===== src/rtl/cc4_pkg.sv =====
// Shared definitions for the CC4 Viterbi decoder: trellis size, generator masks,
// the trellis state type and the expected-symbol helper.
package cc4_pkg;

    localparam int unsigned CC4_NSTATES = 8;
    localparam logic [3:0]  G1 = 4'b1011;
    localparam logic [3:0]  G2 = 4'b1111;

    typedef logic [2:0] state_t;

    // State is {r1,r2,r3}; rebuild the register as r3..r0 to match the masks.
    function automatic logic [1:0] cc4_expected(state_t s, logic b);
        logic [3:0] r;
        r = {s[0], s[1], s[2], b};
        return {^(r & G1), ^(r & G2)};
    endfunction

endpackage


===== src/rtl/cc4_acs.sv =====
// Add-compare-select cell for one next state: picks the cheaper of two predecessors
// and extends its survivor with the input bit that leads into this state.
module cc4_acs
    import cc4_pkg::*;
#(
    parameter int unsigned TB_DEPTH = 16,
    parameter int unsigned PM_W     = 6
) (
    input  logic [PM_W-1:0]     pm0_i,
    input  logic [PM_W-1:0]     pm1_i,
    input  logic [1:0]          bm0_i,
    input  logic [1:0]          bm1_i,
    input  logic [TB_DEPTH-2:0] sv0_i,
    input  logic [TB_DEPTH-2:0] sv1_i,
    input  logic                bit_i,
    output logic [PM_W-1:0]     pm_o,
    output logic                dec_o,
    output logic [TB_DEPTH-1:0] sv_o
);

    logic [PM_W-1:0] cand0;
    logic [PM_W-1:0] cand1;

    // Metrics are kept bounded by normalization, so the sums cannot wrap.
    always_comb begin
        cand0 = pm0_i + PM_W'(bm0_i);
        cand1 = pm1_i + PM_W'(bm1_i);
        dec_o = (cand1 < cand0);
        pm_o  = dec_o ? cand1 : cand0;
        sv_o  = dec_o ? {sv1_i, bit_i} : {sv0_i, bit_i};
    end

endmodule


===== src/rtl/cc4_viterbi_dec.sv =====
// Hard-decision register-exchange Viterbi decoder for the rate-1/2, 8-state CC4 code.
// Define CC4_DEC_BEST_STATE_EN to decode from the best-metric state instead of state 0.
module cc4_viterbi_dec
    import cc4_pkg::*;
#(
    parameter int unsigned TB_DEPTH = 16,
    parameter int unsigned PM_W     = 6
) (
    input  logic clock,
    input  logic reset_n,
    input  logic in_valid,
    input  logic in1,
    input  logic in2,
    output logic out_valid,
    output logic out
);

    localparam int unsigned     FILL_W  = $clog2(TB_DEPTH + 1);
    localparam logic [PM_W-1:0] PM_INIT = {2'b01, {(PM_W-2){1'b0}}};

    logic [PM_W-1:0]        pm_q   [CC4_NSTATES];
    logic [PM_W-1:0]        pm_new [CC4_NSTATES];
    logic [PM_W-1:0]        pm_d   [CC4_NSTATES];
    logic [TB_DEPTH-1:0]    sv_q   [CC4_NSTATES];
    logic [TB_DEPTH-1:0]    sv_d   [CC4_NSTATES];
    logic [CC4_NSTATES-1:0] dec;
    logic [CC4_NSTATES-1:0] msb;
    logic [FILL_W-1:0]      fill_q;
    logic [FILL_W-1:0]      fill_d;
    logic                   full;
    state_t                 sel;
    logic                   unused_dec;

    for (genvar ns = 0; ns < CC4_NSTATES; ns++) begin : g_acs
        // Next state {b,x,y} is reached from {x,y,0} and {x,y,1} with input b.
        localparam int P0 = (ns % 4) * 2;
        localparam int P1 = P0 + 1;
        localparam int B  = ns / 4;

        logic [1:0] e0;
        logic [1:0] e1;
        logic [1:0] bm0;
        logic [1:0] bm1;

        assign e0  = cc4_expected(state_t'(P0), 1'(B));
        assign e1  = cc4_expected(state_t'(P1), 1'(B));
        assign bm0 = {1'b0, in1 ^ e0[1]} + {1'b0, in2 ^ e0[0]};
        assign bm1 = {1'b0, in1 ^ e1[1]} + {1'b0, in2 ^ e1[0]};
        assign msb[ns] = pm_new[ns][PM_W-1];

        cc4_acs #(
            .TB_DEPTH (TB_DEPTH),
            .PM_W     (PM_W)
        ) u_acs (
            .pm0_i (pm_q[P0]),
            .pm1_i (pm_q[P1]),
            .bm0_i (bm0),
            .bm1_i (bm1),
            .sv0_i (sv_q[P0][TB_DEPTH-2:0]),
            .sv1_i (sv_q[P1][TB_DEPTH-2:0]),
            .bit_i (1'(B)),
            .pm_o  (pm_new[ns]),
            .dec_o (dec[ns]),
            .sv_o  (sv_d[ns])
        );
    end

    assign unused_dec = ^dec;
    assign full       = (fill_q == FILL_W'(TB_DEPTH));

    always_comb begin
        for (int i = 0; i < CC4_NSTATES; i++) begin
            pm_d[i] = pm_new[i];
            if (&msb) begin
                pm_d[i][PM_W-1] = 1'b0;
            end
        end
        fill_d = full ? fill_q : fill_q + 1'b1;
    end

`ifdef CC4_DEC_BEST_STATE_EN
    logic [PM_W-1:0] best;

    always_comb begin
        sel  = '0;
        best = pm_new[0];
        for (int i = 1; i < CC4_NSTATES; i++) begin
            if (pm_new[i] < best) begin
                best = pm_new[i];
                sel  = state_t'(i);
            end
        end
    end
`else
    assign sel = '0;
`endif

    always_ff @(posedge clock or negedge reset_n) begin
        if (!reset_n) begin
            for (int i = 0; i < CC4_NSTATES; i++) begin
                pm_q[i] <= (i == 0) ? '0 : PM_INIT;
                sv_q[i] <= '0;
            end
            fill_q    <= '0;
            out_valid <= 1'b0;
            out       <= 1'b0;
        end else if (in_valid) begin
            for (int i = 0; i < CC4_NSTATES; i++) begin
                pm_q[i] <= pm_d[i];
                sv_q[i] <= sv_d[i];
            end
            fill_q    <= fill_d;
            out_valid <= full;
            // Oldest bit of the pre-update survivor belongs to symbol n-TB_DEPTH.
            out       <= sv_q[sel][TB_DEPTH-1];
        end else begin
            out_valid <= 1'b0;
        end
    end

endmodule

===== config.mk =====
export PLATFORM = sky130hd
export DESIGN_NAME = cc4_viterbi_dec
export DESIGN_NICKNAME = d
export VERILOG_FILES = /design/src/rtl/cc4_pkg.sv /design/src/rtl/cc4_acs.sv /design/src/rtl/cc4_viterbi_dec.sv
export SDC_FILE = /design/constraint.sdc
export NUM_CORES = 1
export LEC_CHECK = 0
export ABC_AREA = 1
export BUFFER_PORTS_ARGS = -buffer_cell sky130_fd_sc_hd__buf_2
export CAP_MARGIN = 20
export CORE_MARGIN = 2
export CORE_UTILIZATION = 65
export CTS_CLUSTER_DIAMETER = 150
export DETAILED_ROUTE_END_ITERATION = 8
export PLACE_DENSITY_LB_ADDON = 0.12
export SLEW_MARGIN = 0
export SYNTH_ARGS = -nofsm -noshare
export SYNTH_HDL_FRONTEND = slang
export SYNTH_SLANG_ARGS = --single-unit

===== constraint.sdc =====
create_clock -name clock -period 3.3 [get_ports clock]
set_input_delay 0.66 -clock clock [delete_from_list [all_inputs] [get_ports clock]]
set_output_delay 0.66 -clock clock [all_outputs]
set_load 0.03 [all_outputs]

==> impl_summary.txt, run 1 <==
----------------------------------------------------
[Floorplan]
  Die Y ... 128 µm
  Initial core utilization ... 0.662
  Placement row count ... 45
  Horiz. Die Dim ... 128 µm
  Core region area ... 15,100 µm²
  Die Area ... 16,400 µm²
  Number of top-level pins ... 7

[STA]
  Finish-stage setup viols ... 4
  Portion of the clock cycle consumed by the worst path in the final layout ... 1.02
  Skew final ... 0.0149 ns
  Maximum achievable frequency ... 297 MHz
  Slew @ Worst Pin ... about 0.89 ns
  Least setup slack across all paths after layout ... -0.0706 ns
  Hold Vio Cnt, Final ... 0
  Remaining max-slew budget at the tightest pin ... 0.404
  Unrepaired setup endpoints after global routing ... yes
  Final slew viol count ... 0
  Clock period minus worst slack ... 3.37 ns

[Status]
  Outcome ... finished with violations
  Failing checks ... negative setup slack

[Global route]
  Antenna violations before repair ... 0
  Leftover overflow at the end of global routing ... 0
  Via count of the first global-routing pass ... 9,658
  Overall Global Routing Usage ... 0.353
  Pin count of the biggest net entering global routing ... a little under 80
  Global-route wire length before repair ... 45.9 mm

[Layout]
  Number of antenna cells inserted ... 0
  Synth-to-Final Area Change ... 25.0%
  Total Nets Final ... 1,552
  Multi-input combinational cell area ... 5980 µm²
  Share of post-route cells with drive strength above 1 ... 0.250
  Final cell area excluding filler cells ... 12,500 µm²
  FILL cells ... 926
  Highest-count cells in the layout ignoring fill and taps ... 262 x sky130_fd_sc_hd__nand2_1, 167 x sky130_fd_sc_hd__o21ai_0, 155 x sky130_fd_sc_hd__buf_4
  Most common cell after layout, fill and taps aside ... sky130_fd_sc_hd__nand2_1
  Sequential standard cell area ... ~3800 µm²

[Synthesis]
  Synthesized instance count ... 1,344
  Number of distinct library cells after synthesis ... 34
  Yosys warning total ... 0
  Post-synthesis compound-gate area fraction ... 0.177
  Syn Std Cell Area ... approximately 10,000 µm²
  Synthesized-area fraction occupied by xor and xnor cells ... 0.0454
  Post-synthesis adder-cell area fraction ... 0.0923
  Synth Area in Simple Gates ... 0.225
  Post-synthesis net count ... 1,423
  Post-synthesis area per instance ... roughly 7.5 µm²
  Sequential share of the synthesized area ... 0.378
  Mux contribution to synthesized area ... 0
  Combinational family with the most area after synthesis ... simple AND/OR/NAND/NOR gates
  Yosys reg bits ... between 150 and 200

[CTS]
  TritonCTS clock tree ... yes
  H-tree lvl count ... 4
  Master cell of the clock root buffer ... sky130_fd_sc_hd__clkbuf_16
  Clock buffer depth ... 2
  Number of buffers created by CTS ... 17
  Number of buffers inserted for hold repair after clock tree synthesis ... 0
  CTS sink cnt ... 151
  Clock edge transition at the registers on the reported setup and hold paths ... 0.06 ns
  Clock latency reported for the late side of the worst-skew pair ... 0.44 ns

[Route]
  Routed wire length ... 30.8 mm
  Final routed DRC violation total ... 0
  Via density per instance ... around 6.1
  Number of violations reported at the end of detailed-routing iteration 0 ... 1,132
  WL/cell ... roughly 18 µm
  Drt pass-1 iters ... 8
  Count of vias placed by the detailed router ... 10,200
  Detail Route Antenna Nets ... 0

[Critical path]
  Worst endpoint required time ... between 3 and 4 ns
  Sort of element at the end of the critical path ... register
  Worst path arrival time ... 3.69 ns
  Category of the critical setup timing path ... primary input to register
  Highest fanout seen on the critical path ... 8
  Startpoint type of the worst setup path ... primary input

[Place]
  Routability congestion estimate from global placement ... 0.935
  Area after detailed placement ... 11,300 µm²
  Total of buffers placed on input and output ports ... 6
  Placed wire-length estimate ... between 15 and 20 mm

[Run]
  Count of max-cap constraint violations ... 0

[Worst hold path]
  Worst hold path type ... primary input to async pin

----------------------------------------------------
-- flip-flops by register name, indices dropped and copies added, names as in the netlist --
signal,flops
fill_q,5
pm_q,48
sv_q,96
out_valid,1
out,1
-- area by class of cell --
type                    instances  area share
flip-flops and latches        151       0.302
well taps                     188      0.0188
clock buffers                  19      0.0345
inverters                     154      0.0474
multi-input cells             979       0.477
clock inverters                13     0.00888
repair buffers                170       0.111
-- metrics by stage --
stage	util	setup TNS, ns	cells	setup slack [ns]	hold WS [ns]
after floorplan	-	0	1344	0.00390	0.364
after global placement	0.749	-27.22	1628	-0.409	0.452
after detailed placement	0.749	-39.41	1628	-0.529	0.458
after CTS	0.791	0	1662	0.00106	0.245
after global routing	0.828	-2.65	1674	-0.187	0.275
final	0.828	-0.229	1674	-0.0706	0.215
-- kinds of logic after synthesis --
group,after synthesis
DFF,151
adders and majority gates,74
and+or+nand+nor,513
xor gates and xnor gates,52
AOI/OAI and AO/OA,340
buffers and inverters,214
-- cells in the mapped netlist --
master / n / area share
sky130_fd_sc_hd__o22ai_1: 3 / 0.0019
sky130_fd_sc_hd__buf_4: 1 / 0.00075
sky130_fd_sc_hd__inv_1: 142 / 0.053
sky130_fd_sc_hd__nand2_2: 24 / 0.015
sky130_fd_sc_hd__xnor2_1: 1 / 0.00087
sky130_fd_sc_hd__inv_2: 12 / 0.0045
sky130_fd_sc_hd__o21ai_1: 2 / 0.0010
sky130_fd_sc_hd__ha_1: 74 / 0.092
sky130_fd_sc_hd__o21ai_0: 167 / 0.083
sky130_fd_sc_hd__and2_1: 12 / 0.0075
sky130_fd_sc_hd__buf_2: 18 / 0.0090
sky130_fd_sc_hd__nand4_1: 13 / 0.0081
sky130_fd_sc_hd__dfrtp_1: 144 / 0.36
sky130_fd_sc_hd__xor2_1: 51 / 0.045
sky130_fd_sc_hd__nand3_1: 63 / 0.031
sky130_fd_sc_hd__dfstp_2: 7 / 0.018
sky130_fd_sc_hd__a21oi_1: 143 / 0.071
sky130_fd_sc_hd__a21o_1: 8 / 0.0060
sky130_fd_sc_hd__nor4_1: 1 / 0.00062
sky130_fd_sc_hd__a21oi_2: 2 / 0.0017
sky130_fd_sc_hd__nor2_4: 2 / 0.0022
sky130_fd_sc_hd__nand4_2: 1 / 0.0012
sky130_fd_sc_hd__nand2_4: 1 / 0.0011
sky130_fd_sc_hd__nor2_2: 1 / 0.00062
sky130_fd_sc_hd__o21a_1: 2 / 0.0015
sky130_fd_sc_hd__or2_2: 9 / 0.0056
sky130_fd_sc_hd__buf_1: 8 / 0.0030
sky130_fd_sc_hd__nand3_2: 11 / 0.011
sky130_fd_sc_hd__nand2_1: 292 / 0.11
sky130_fd_sc_hd__o211ai_1: 7 / 0.0052
sky130_fd_sc_hd__o21bai_1: 4 / 0.0030
sky130_fd_sc_hd__clkbuf_1: 33 / 0.012
sky130_fd_sc_hd__nor2_1: 83 / 0.031
sky130_fd_sc_hd__o21bai_2: 2 / 0.0022
-- what timing repair did --
item                                    4_1_cts  5_1_grt
gates resized for setup                      16      100
gates cloned                                  0        1
setup buffers                                 2       12
endpoints found under the hold margin         0        0
endpoints found under the setup margin        8       89
pin swaps                                     3       39
-- worst paths after layout --
kind	startpoint	to	slack, ns	cells after the start
setup reg to reg	pm_q[13]$_DFFE_PN0P_	pm_q[47]$_DFFE_PN0P_	0.21	20
hold / removal	reset_n	fill_q[4]$_DFFE_PN0P_	0.22	1
setup / recovery	in2	pm_q[47]$_DFFE_PN0P_	-0.07	21
hold reg to reg	out$_DFFE_PN0P_	out$_DFFE_PN0P_	0.47	2
max in group asynchronous	reset_n	pm_q[22]$_DFFE_PN1P_	2.25	2
min in group clock	out$_DFFE_PN0P_	out$_DFFE_PN0P_	0.47	2
-- critical path: stages --
cell and delay [ns]:
sky130_fd_sc_hd__buf_6 0.10, sky130_fd_sc_hd__clkinvlp_4 0.14, sky130_fd_sc_hd__ha_4 0.34, sky130_fd_sc_hd__ha_4 0.18, sky130_fd_sc_hd__ha_1 0.17, sky130_fd_sc_hd__or2_4 0.26, sky130_fd_sc_hd__nand2_2 0.08, sky130_fd_sc_hd__xor2_1 0.18
sky130_fd_sc_hd__inv_1 0.11, sky130_fd_sc_hd__ha_4 0.27, sky130_fd_sc_hd__nand2_2 0.07, sky130_fd_sc_hd__nor2_4 0.18, sky130_fd_sc_hd__nand2_1 0.13, sky130_fd_sc_hd__nand3_4 0.11, sky130_fd_sc_hd__nand3_2 0.12, sky130_fd_sc_hd__nand2_2 0.11
sky130_fd_sc_hd__nand2_2 0.07, sky130_fd_sc_hd__nor2_4 0.11, sky130_fd_sc_hd__nand2_4 0.10, sky130_fd_sc_hd__nand2_1 0.11, sky130_fd_sc_hd__nand2_1 0.07
-- routing by layer --
layer / GRT usage / routed length, µm
met5: 0 / 0
met4: 0.168 / 1720
met3: 0.0534 / 2480
met2: 0.600 / 14800
met1: 0.444 / 11700
Power of run 1 is not shown: default switching activity piles up to over one toggle a cycle in this logic, so the estimate is an artifact.
==> run 2: changes to the inputs <==
--- a/config.mk
+++ b/config.mk
@@ -9,7 +9,7 @@
 export BUFFER_PORTS_ARGS = -buffer_cell sky130_fd_sc_hd__buf_2
 export CAP_MARGIN = 20
 export CORE_MARGIN = 2
-export CORE_UTILIZATION = 65
+export CORE_UTILIZATION = 55
 export CTS_CLUSTER_DIAMETER = 150
 export DETAILED_ROUTE_END_ITERATION = 8
 export PLACE_DENSITY_LB_ADDON = 0.12
==> impl_summary.txt, run 2 (synthesis results as in run 1) <==
----------------------------------------------------
[CTS]
  Master cell of the clock root buffer ... sky130_fd_sc_hd__clkbuf_16
  Clock latency reported for the late side of the worst-skew pair ... approximately 0.44 ns
  CTS sink cnt ... 151
  Clock buffer depth ... 2
  TritonCTS clock tree ... yes
  Number of buffers created by CTS ... 17
  Clock edge transition at the registers on the reported setup and hold paths ... 0.06 ns
  H-tree lvl count ... 4

[STA]
  Clock period minus worst slack ... roughly 3.3 ns
  Slew @ Worst Pin ... 0.818 ns
  Unrepaired setup endpoints after global routing ... yes
  Remaining max-slew budget at the tightest pin ... 0.454
  Least setup slack across all paths after layout ... -0.0335 ns
  Hold Vio Cnt, Final ... 0
  Maximum achievable frequency ... 300 MHz
  Final slew viol count ... 0
  Portion of the clock cycle consumed by the worst path in the final layout ... 1.01
  Skew final ... 0.0207 ns
  Finish-stage setup viols ... 8
  Post-Route Setup TNS ... -0.170 ns

[Route]
  Routed wire length ... roughly 28 mm
  Count of vias placed by the detailed router ... 9,384
  Highest metal layer with signal wires ... met4
  Number of violations reported at the end of detailed-routing iteration 0 ... 689
  Met1 Wirelength ... between 10 and 15 mm
  Via density per instance ... 5.49
  Detailed-routed wire length on met2 ... 13.1 mm
  Final routed DRC violation total ... 0
  Detail Route Antenna Nets ... 0
  Sum of met3 wire segment lengths after detailed routing ... 1.09 mm
  Drt pass-1 iters ... 5
  WL/cell ... 16.2 µm

[Critical path]
  Startpoint of the lowest-slack register-to-register path ... pm_q[13]$_DFFE_PN0P_
  Worst path arrival time ... roughly 3.7 ns
  Startpoint type of the worst setup path ... primary input
  Highest fanout seen on the critical path ... 8
  Sort of element at the end of the critical path ... register
  Category of the critical setup timing path ... primary input to register
  Worst endpoint required time ... 3.62 ns
  Worst setup path startpoint ... in2

[Layout]
  Number of flip-flops under the largest register name ... 96
  Most flops, register ... sv_q
  Most common cell after layout, fill and taps aside ... sky130_fd_sc_hd__nand2_1
  Highest-count cells in the layout ignoring fill and taps ... 261 x sky130_fd_sc_hd__nand2_1, 159 x sky130_fd_sc_hd__o21ai_0, 147 x sky130_fd_sc_hd__buf_4
  Total Nets Final ... ~1,500
  Synth-to-Final Area Change ... 23.7%
  Registers with the highest flip-flop counts ... sv_q: 96 flops, pm_q: 48 flops, fill_q: 5 flops
  Number of antenna cells inserted ... 0
  Share of post-route cells with drive strength above 1 ... 0.233
  Final cell area excluding filler cells ... 12,400 µm²
  Post-Route Utilization ... 0.693

[Floorplan]
  Core region area ... 17,900 µm²
  Placement row count ... 49
  Number of top-level pins ... 7
  Die Area ... 19,300 µm²
  Horiz. Die Dim ... 139 µm
  Die Y ... 139 µm
  Initial core utilization ... 0.560

[Run]
  Count of max-cap constraint violations ... 0

[Global route]
  Leftover overflow at the end of global routing ... 0
  Via count of the first global-routing pass ... 9,297
  Pin count of the biggest net entering global routing ... approximately 140
  Overall Global Routing Usage ... 0.291
  Antenna violations before repair ... 0
  Global-route wire length before repair ... 45.6 mm

[Status]
  Outcome ... finished with violations
  Failing checks ... negative setup slack

[Place]
  Routability congestion estimate from global placement ... around 0.90
  Placed wire-length estimate ... 18.8 mm
  Pre-CTS setup slack ... -0.535 ns
  Area after detailed placement ... 11,300 µm²
  Total of buffers placed on input and output ports ... 6

[Worst hold path]
  Worst hold path type ... primary input to async pin

----------------------------------------------------
## run 2: through the flow
stage / cells / hold slack [ns]
after global routing: 1708 / 0.329
after CTS: 1694 / 0.312
after floorplan: 1344 / 0.364
final: 1708 / 0.266
after detailed placement: 1662 / 0.457
after global placement: 1662 / 0.451
## run 2: what timing repair did
item / CTS / global route
setup endpoints to repair: 13 / 117
pin swaps: 3 / 42
hold buffers: 0 / 0
setup buffers: 0 / 16
resized for setup: 15 / 90
## run 2: routing by layer
layer	global-route usage	vias up
li1	-	4637
met3	0.0480	56
met2	0.469	201
met4	0.111	0
met1	0.397	4490
met5	0	-
## run 2: worst paths after layout
path / end / slack (ns) / depth (start not counted)
worst min register to register: sv_q[0]$_DFFE_PN0P_ / 0.47 / 1
worst min-delay path: pm_q[19]$_DFFE_PN0P_ / 0.27 / 1
max in group asynchronous: pm_q[4]$_DFFE_PN1P_ / 2.27 / 2
worst max-delay path: pm_q[29]$_DFFE_PN0P_ / -0.03 / 21
min in group clock: sv_q[0]$_DFFE_PN0P_ / 0.47 / 1
worst max register to register: pm_q[29]$_DFFE_PN0P_ / 0.23 / 19
## run 2: cell type report
cell class	instances	area [µm²]
clock buffer	18	429
clock inverter	14	160
fill	1492	5490
inverter	154	601
multi-input combinational	979	5820
sequential	151	3790
tap	229	287
timing repair buffer	163	1330
## run 2: worst max-delay path: stages
cell and delay [ns]:
sky130_fd_sc_hd__buf_8 0.08, sky130_fd_sc_hd__clkinvlp_4 0.14, sky130_fd_sc_hd__ha_4 0.40, sky130_fd_sc_hd__inv_8 0.07, sky130_fd_sc_hd__ha_4 0.17, sky130_fd_sc_hd__ha_1 0.17, sky130_fd_sc_hd__or2_2 0.33, sky130_fd_sc_hd__buf_4 0.15
sky130_fd_sc_hd__xor2_2 0.14, sky130_fd_sc_hd__ha_1 0.30, sky130_fd_sc_hd__nand2_1 0.08, sky130_fd_sc_hd__nor2_2 0.12, sky130_fd_sc_hd__o21ai_2 0.07, sky130_fd_sc_hd__nand2_2 0.11, sky130_fd_sc_hd__nand3_2 0.10, sky130_fd_sc_hd__nand2_2 0.11
sky130_fd_sc_hd__nand2_2 0.07, sky130_fd_sc_hd__nor2_4 0.12, sky130_fd_sc_hd__nand2_4 0.12, sky130_fd_sc_hd__nand2_2 0.09, sky130_fd_sc_hd__nand2_1 0.05
Power of run 2 is left out for the same reason.
